## config.mk

```make
export PLATFORM = sky130hd
export DESIGN_NAME = seq_restoring_divider
export DESIGN_NICKNAME = d
export VERILOG_FILES = /design/src/rtl/seq_restoring_divider.sv
export SDC_FILE = /design/constraint.sdc
export NUM_CORES = 1
export LEC_CHECK = 0
export BUFFER_PORTS_ARGS = -buffer_cell sky130_fd_sc_hd__buf_2
export CORE_ASPECT_RATIO = 0.9
export CORE_MARGIN = 2
export CORE_UTILIZATION = 25
export DETAILED_ROUTE_END_ITERATION = 12
export PLACE_DENSITY = 0.5
export SETUP_SLACK_MARGIN = 0.2
export SLEW_MARGIN = 30
export SYNTH_ARGS = -nofsm -noshare
export SYNTH_HDL_FRONTEND = slang
export SYNTH_SLANG_ARGS = --single-unit
```

## constraint.sdc

```tcl
create_clock -name clk -period 2.9 [get_ports clk]
set_clock_uncertainty 0.15 [all_clocks]
set_input_delay 0.725 -clock clk [delete_from_list [all_inputs] [get_ports clk]]
set_output_delay 0.725 -clock clk [all_outputs]
set_load 0.02 [all_outputs]
```

## src/rtl/seq_restoring_divider.sv

```systemverilog
// Radix-2 restoring shift-subtract unsigned divider, one quotient bit per clock.
// A start/busy/done handshake matches the neighbouring multiplier in the arithmetic unit.
module seq_restoring_divider #(
  parameter int unsigned WIDTH = 8
) (
  input  logic             clk,
  input  logic             rst_n,
  input  logic             start,
  input  logic [WIDTH-1:0] dividend,
  input  logic [WIDTH-1:0] divisor,
  output logic             busy,
  output logic             done,
  output logic [WIDTH-1:0] quotient,
  output logic [WIDTH-1:0] remainder,
  output logic             div_by_zero
);

  localparam int unsigned CntW = $clog2(WIDTH + 1);

  typedef enum logic [1:0] {StIdle, StCalc, StDone} state_e;

  state_e            r_state;
  logic [WIDTH-1:0]  r_r;
  logic [WIDTH-1:0]  r_q;
  logic [WIDTH-1:0]  r_d;
  logic [CntW-1:0]   r_cnt;
  logic              r_busy;
  logic              r_done;
  logic [WIDTH-1:0]  r_quotient;
  logic [WIDTH-1:0]  r_remainder;
  logic              r_div_by_zero;

  logic [WIDTH:0]    w_t;
  logic              w_ge;
  logic [WIDTH-1:0]  w_diff;
  logic [WIDTH-1:0]  w_r_next;
  logic [WIDTH-1:0]  w_q_next;

  // Comparison is WIDTH+1 bits; when T >= D the difference is below D, so its
  // low WIDTH bits are exact and R never needs the extra bit stored.
  always_comb begin
    w_t      = {r_r, r_q[WIDTH-1]};
    w_ge     = (w_t >= {1'b0, r_d});
    w_diff   = w_t[WIDTH-1:0] - r_d;
    w_r_next = w_ge ? w_diff : w_t[WIDTH-1:0];
    w_q_next = {r_q[WIDTH-2:0], w_ge};
  end

  always_ff @(posedge clk or negedge rst_n) begin
    if (!rst_n) begin
      r_state       <= StIdle;
      r_r           <= '0;
      r_q           <= '0;
      r_d           <= '0;
      r_cnt         <= '0;
      r_busy        <= 1'b0;
      r_done        <= 1'b0;
      r_quotient    <= '0;
      r_remainder   <= '0;
      r_div_by_zero <= 1'b0;
    end else begin
      r_done <= 1'b0;
      unique case (r_state)
        StIdle, StDone: begin
          if (start) begin
            if (divisor == '0) begin
              r_state       <= StDone;
              r_busy        <= 1'b0;
              r_done        <= 1'b1;
              r_quotient    <= '1;
              r_remainder   <= dividend;
              r_div_by_zero <= 1'b1;
            end else begin
              r_state <= StCalc;
              r_busy  <= 1'b1;
              r_d     <= divisor;
              r_q     <= dividend;
              r_r     <= '0;
              r_cnt   <= CntW'(WIDTH);
            end
          end else begin
            r_state <= StIdle;
            r_busy  <= 1'b0;
          end
        end
        StCalc: begin
          r_r   <= w_r_next;
          r_q   <= w_q_next;
          r_cnt <= r_cnt - 1'b1;
          if (r_cnt == CntW'(1)) begin
            r_state       <= StDone;
            r_busy        <= 1'b0;
            r_done        <= 1'b1;
            r_quotient    <= w_q_next;
            r_remainder   <= w_r_next;
            r_div_by_zero <= 1'b0;
          end
        end
        default: begin
          r_state <= StIdle;
          r_busy  <= 1'b0;
        end
      endcase
    end
  end

  assign busy        = r_busy;
  assign done        = r_done;
  assign quotient    = r_quotient;
  assign remainder   = r_remainder;
  assign div_by_zero = r_div_by_zero;

endmodule

```

[After elaboration in Yosys (flattened, before gate mapping)]
Index checks and enable logic that the tools add are counted.
Operators by class
  equality and inequality tests: 7
  multiplexer cells: 33
  bitwise gates (word level): 1
  reductions and logical operators: 7
  $add $sub $neg: 2
  magnitude comparators: 1
Operator list (number)
  $mux W8: 11
  $pmux W8 S2: 4
  $ge A9 B8 Y1: 1
  $logic_not A8 Y1: 1
  $mux W1: 8
  $mux W4: 2
  $ne A2 B2 Y1 const B: 4
  $pmux W4 S2: 1
  $sub A8 B8 Y8: 1
  $mux W2: 3
  $pmux W1 S2: 3
  $reduce_and A3 Y1: 2
  $eq A4 B1 Y1 const B: 1
  $pmux W2 S2: 1
  $reduce_and A4 Y1: 1
  $sub A4 B1 Y4 const B: 1
  $eq A2 B1 Y1 const B: 1
  $eq A2 B2 Y1 const B: 1
  $logic_not A2 Y1: 1
  $reduce_bool A2 Y1: 1
  $reduce_or A2 Y1: 1
  $not A1 Y1: 1
Word-level totals
  output and inout bits: 19
  flip-flop bits (word level): 49

[Logic depth before layout (Yosys ltp)]
  depth in word-level cells: 4
  mapped depth: 9

[Least setup slack after synthesis]
OpenSTA, ideal clock, no wires.
  path kind: flip-flop to flip-flop
  from: register r_q[7]
  to: register r_remainder[6], in the netlist remainder[6]
  slack: 481 ps
  arrival time: 2132 ps
  cell stages (with the launch flop): 10
  setup time: 138 ps
  period minus slack after synthesis: 2419 ps
  cell sequence: dfrtp_1 inv_1 ha_1 fa_1 or2b_1 a211oi_1 nor4_1 a311o_1 mux2i_1 a221oi_1
Between the ends
  cells in the longest elaborated chain, start to end: 4
  elaborated cells between the ends (all ways): 5
  those cells by class: add/sub (1); order compare (1); mux (3)
RTL lines
  start: declaration: RTL line 24  | logic [WIDTH-1:0] r_q;
  start signal: assignment: RTL line 77  | r_q <= dividend;
  start signal: assignment: RTL line 88  | r_q <= w_q_next;
  $sub A8 B8 Y8 / $ge A9 B8 Y1 (equally long branches): RTL line 44, 43
  $mux W8 *: RTL line 45  | w_r_next = w_ge ? w_diff : w_t[WIDTH-1:0];
  $mux W8 *: RTL line 90  | if (r_cnt == CntW'(1)) begin
  $pmux W8 S2 *: RTL line 63  | unique case (r_state)
  end signal: assignment: RTL line 71  | r_remainder <= dividend;
  end signal: assignment: RTL line 95  | r_remainder <= w_r_next;
  end: declaration: RTL line 30  | logic [WIDTH-1:0] r_remainder;
Every way passes the cells marked *; elsewhere a longest branch is shown, timed or not. The select of a mux whose other input is x is not followed.
A chain may end at the register's enable or synchronous reset.

[Final worst setup path]
  from: register r_r[3]
  to: register r_remainder[4], in the netlist remainder[4]
Between the ends
  cells in the longest elaborated chain, start to end: 4
  elaborated cells between the ends (all ways): 5
  those cells by class: add/sub (1); order compare (1); mux (3)
RTL lines
  start: declaration: RTL line 23  | logic [WIDTH-1:0] r_r;
  start signal: assignment: RTL line 87  | r_r <= w_r_next;
  $sub A8 B8 Y8 / $ge A9 B8 Y1 (equally long branches): RTL line 44, 43
  $mux W8 *: RTL line 45
  $mux W8 *: RTL line 90
  $pmux W8 S2 *: RTL line 63
Marks and branches as above.

==> run summary <==
The cell family contributing the most delay on the critical path is simple AND/OR/NAND/NOR gates. Overall power consumption after layout is estimated at 0.00397 W. Traced cell by cell, the critical path runs through ha_1 -> nand2_1 -> a211oi_1 -> o21ai_1 -> and2_2 -> or4_4 -> a41oi_2. The portion of synthesized cell area occupied by the leading cell type was 0.499; the count of flip-flops with a built-in enable after synthesis was 0. The die covers 0.0106 mm^2. The number of global-route vias before repair was 1944; the quantity of I/O buffers inserted on ports was 37. The share of the clock period used by the worst path came out at 0.877.

The worst hold path belongs to the class flip-flop to flip-flop. CTS built an H-tree with a depth of 2. Net count of the mapped netlist: 282. The routed design uses 242 um of met3 wire. The logs give 0 for the initial antenna violation count and 0.499 for the post-synthesis sequential area ratio. The number of buffers inserted during clock tree synthesis was 5; the max-cap check violation count was 0. For the number of optimization iterations in the first detailed-route pass, the log shows 4. The hold-critical path depth was 1; the fraction of layout instances using a drive strength above 1 was 0.226. The remaining antenna violation count was 0. In this run the worst setup path terminates at remainder[4]. Power spread over the standard cell area amounts to 1340 mW/mm^2. In the synthesized netlist the dominant register cell turns out to be sky130_fd_sc_hd__dfrtp_1.

For flop-to-flop paths, the worst setup slack is 0.36 ns. The startpoint of the worst setup timing path is r_r[3]. The run finished with clean final reports. The initial core utilization came out at 0.256. STA classifies the critical path endpoint as a flip-flop.

Beginning of the worst register-to-register path: r_r[3]. The number of cells on the worst reg-to-reg path is 7. The post-synthesis async set-or-reset flop share is 1.00, and the post-CTS setup-driven buffer insertion count is 0. For this run, design rule violations remaining after detail routing come to 0.

The run gives 0 as the number of pins exceeding their max-slew limit in the final report. In this run the deepest clock path goes through 2 buffers. The final setup violation count is 0, and the upper clock frequency limit is 393 MHz. The final critical delay including setup and external delays came out at 2.54 ns. After synthesis the cells add up to 0.00246 mm^2. TritonCTS built the clock tree.

IR analysis of the VDD net gives a maximum drop of 0.000366 V. Counting buffers and inverters, the worst setup path is 7 cells deep. After floorplanning, the core was sized to cover 0.00961 mm^2. The post-layout net count came out at 325.

At the worst endpoint, the arrival time is 2.63 ns. Dividing the detail-routed via count by the number of cells gives 4.61. The mean routed wirelength per cell works out to 14.1 um. The worst setup path is launched from a flip-flop. The highest metal layer carrying signal wires in the routed design is met4. For this design the static power due to leakage is 1.36 nW. For this run the aggregate overflow at the end of global routing stands at 0. The wire length of the first global-routing pass was 9790 um; the share of total power in combinational logic was 0.556. A synthesized cell averages 9.75 um^2.

Clock transition at the register clock pins on the worst setup and hold paths after CTS: 0.11 ns. In the detailed route, the total length drawn on met2 is 2870 um. The startpoint-to-endpoint class of the critical path is flip-flop to flip-flop.

Register share of total power: 0.314. Ranked by total cell area, the synthesized netlist is headed by sky130_fd_sc_hd__dfrtp_1 50%, sky130_fd_sc_hd__ha_1 5.1%, sky130_fd_sc_hd__nand2_1 4.9%. After synthesis, the netlist uses 42 different library cells. Setup repair after global routing left no endpoint under its margin. The run gives 252 as the synthesized netlist cell count. The tools report the cell-internal power as 0.00219 W. In this run, synthesis produced a sequential element count of 49.

Routability-driven placement finished with a final weighted congestion of 0.750. The final routed wirelength across all metal layers is 5930 um. Row generation in the floorplan step produced 34 rows. In this run the power spent charging and discharging nets is 0.00178 W. The largest single stage delay on the critical path is 0.56 ns.

Detailed placement finished with a half-perimeter wire length of 4410 um. The logs give 2.99 ns for the required time at the worst-slack endpoint and 0 for the hold violation total from the final report. For the pin with the worst max-slew slack, the measured transition is 0.835 ns. After routing, the total negative slack on setup checks comes to 0 ns. Clock share of power: 0.131. The buffer cell driving the clock tree root is sky130_fd_sc_hd__clkbuf_8. In this run the worst path has a maximum fanout of 10. The worst hold path begins at busy. The number of violations reported at the end of detailed-routing iteration 0 came out at 90. For this block, the via count after detailed routing is 1944. Compared with the post-synthesis result, the final layout area differs by 20.6%. The clock sink total is 49, and the source-to-sink clock delay at the later pin of the worst-skew pair is 0.31 ns. Normalized max-slew margin: 0.443. The destination of the worst register-to-register timing path is remainder[4]. The detailed router put a total of 2760 um of wire on met1. The number of antenna diodes in the final layout is 0.

On the critical path, the stage with the largest delay is an instance of sky130_fd_sc_hd__or4_4. The width of the chip came out at 109 um. Yosys printed 0 warnings. The number of buffers and inverters on the critical path is 0.

38 I/O pins were placed. The height of the chip was 98.1 um; the global-route total usage across every layer was 0.118. Entering global routing, the biggest net connects 37 pins.

The proportion of total power due to net switching is 0.449. The largest area contributor in the synthesized netlist was sky130_fd_sc_hd__dfrtp_1.
-- state kept, by name, indices dropped and copies added (netlist names) --
name	flops
busy	1
div_by_zero	1
done	1
quotient	8
r_cnt	4
r_d	8
r_q	8
r_r	8
r_state	2
remainder	8
-- power groups by stage --
stage,clock (W),combinational [W],sequential (W)
CTS,0.000532,0.00222,0.00126
floorplan,0,0.00149,0.00136
finish,0.000519,0.00221,0.00125
detailed placement,0,0.00220,0.00127
global route,0.000561,0.00250,0.00129
global placement,0,0.00220,0.00127
-- worst min-delay path by stage --
stage | end | slack (ns)
2_1_floorplan | busy | 0.28
3_3_place_gp | busy | 0.32
3_5_place_dp | busy | 0.32
4_1_cts | busy | 0.35
5_1_grt | quotient[7] | 0.36
6_report | busy | 0.34
-- synthesized netlist by cell type, drive strengths merged, types with 4 or more instances --
| master | n |
|---|---|
| dfrtp | 49 |
| o21ai | 24 |
| clkbuf | 9 |
| nand3 | 11 |
| ha | 10 |
| a31oi | 4 |
| inv | 16 |
| nand2 | 33 |
| a21oi | 9 |
| a211oi | 4 |
| buf | 4 |
| o22a | 7 |
| mux2i | 9 |
| nor2 | 22 |
| a21o | 4 |
-- cell families (layout without fill, tap and decap cells) --
logic type,after synthesis,count (layout),synth area share
buffers and inverters,29,73,0.0489
AOI/OAI and AO/OA,62,62,0.170
DFF,49,49,0.499
xor gates and xnor gates,6,6,0.0214
adders and majority gates,11,11,0.0591
and+or+nand+nor,85,85,0.160
muxes,10,10,0.0412
-- placed cells by master (no fill, tap or decap), types with 5 or more instances in the layout --
master / n
sky130_fd_sc_hd__inv_1: 16
sky130_fd_sc_hd__nor2_1: 22
sky130_fd_sc_hd__dfrtp_1: 49
sky130_fd_sc_hd__o22a_1: 7
sky130_fd_sc_hd__nand2_1: 32
sky130_fd_sc_hd__buf_4: 12
sky130_fd_sc_hd__a21oi_1: 9
sky130_fd_sc_hd__ha_1: 10
sky130_fd_sc_hd__o21ai_0: 23
sky130_fd_sc_hd__buf_2: 37
sky130_fd_sc_hd__mux2i_1: 9
sky130_fd_sc_hd__nand3_1: 11
sky130_fd_sc_hd__clkbuf_8: 5
-- routing by layer --
layer | vias to the layer above | track usage
li1 | 969 | -
met1 | 940 | 0.156
met2 | 28 | 0.193
met3 | 7 | 0.0300
met4 | 0 | 0.0296
met5 | - | 0
-- stage by stage --
| stage | util | setup slack (ns) | cell area [um^2] | std cells | hold WS, ns |
|---|---|---|---|---|---|
| 5_1_grt | 0.308 | 0.218 | 2960 | 422 | 0.365 |
| 2_1_floorplan | - | 0.481 | 2460 | 252 | 0.279 |
| 4_1_cts | 0.307 | 0.306 | 2950 | 422 | 0.349 |
| 6_report | 0.308 | 0.356 | 2960 | 422 | 0.345 |
| 3_5_place_dp | 0.295 | 0.233 | 2830 | 414 | 0.324 |
| 3_3_place_gp | 0.295 | 0.262 | 2830 | 414 | 0.316 |
-- final cells by class --
class | count | area (um^2)
clock buffer | 5 | 68.8
clock inverter | 3 | 50.0
fill | 1020 | 6650
inverter | 16 | 60.1
multi-input combinational | 174 | 1120
sequential | 49 | 1230
tap | 126 | 158
timing repair buffer | 49 | 275
-- worst reg2reg max path, stage by stage, from the launching register on --
cell and delay (ns):
sky130_fd_sc_hd__dfrtp_1 0.44, sky130_fd_sc_hd__ha_1 0.36, sky130_fd_sc_hd__nand2_1 0.10, sky130_fd_sc_hd__a211oi_1 0.27, sky130_fd_sc_hd__o21ai_1 0.14, sky130_fd_sc_hd__and2_2 0.29
sky130_fd_sc_hd__or4_4 0.56, sky130_fd_sc_hd__a41oi_2 0.17
-- repair_timing --
item,in CTS,in global routing
resized for setup,0,2
endpoints found under the setup margin,0,7
endpoints found under the hold margin,0,0
hold buffers,0,0
(Power assumes the default switching activity.)
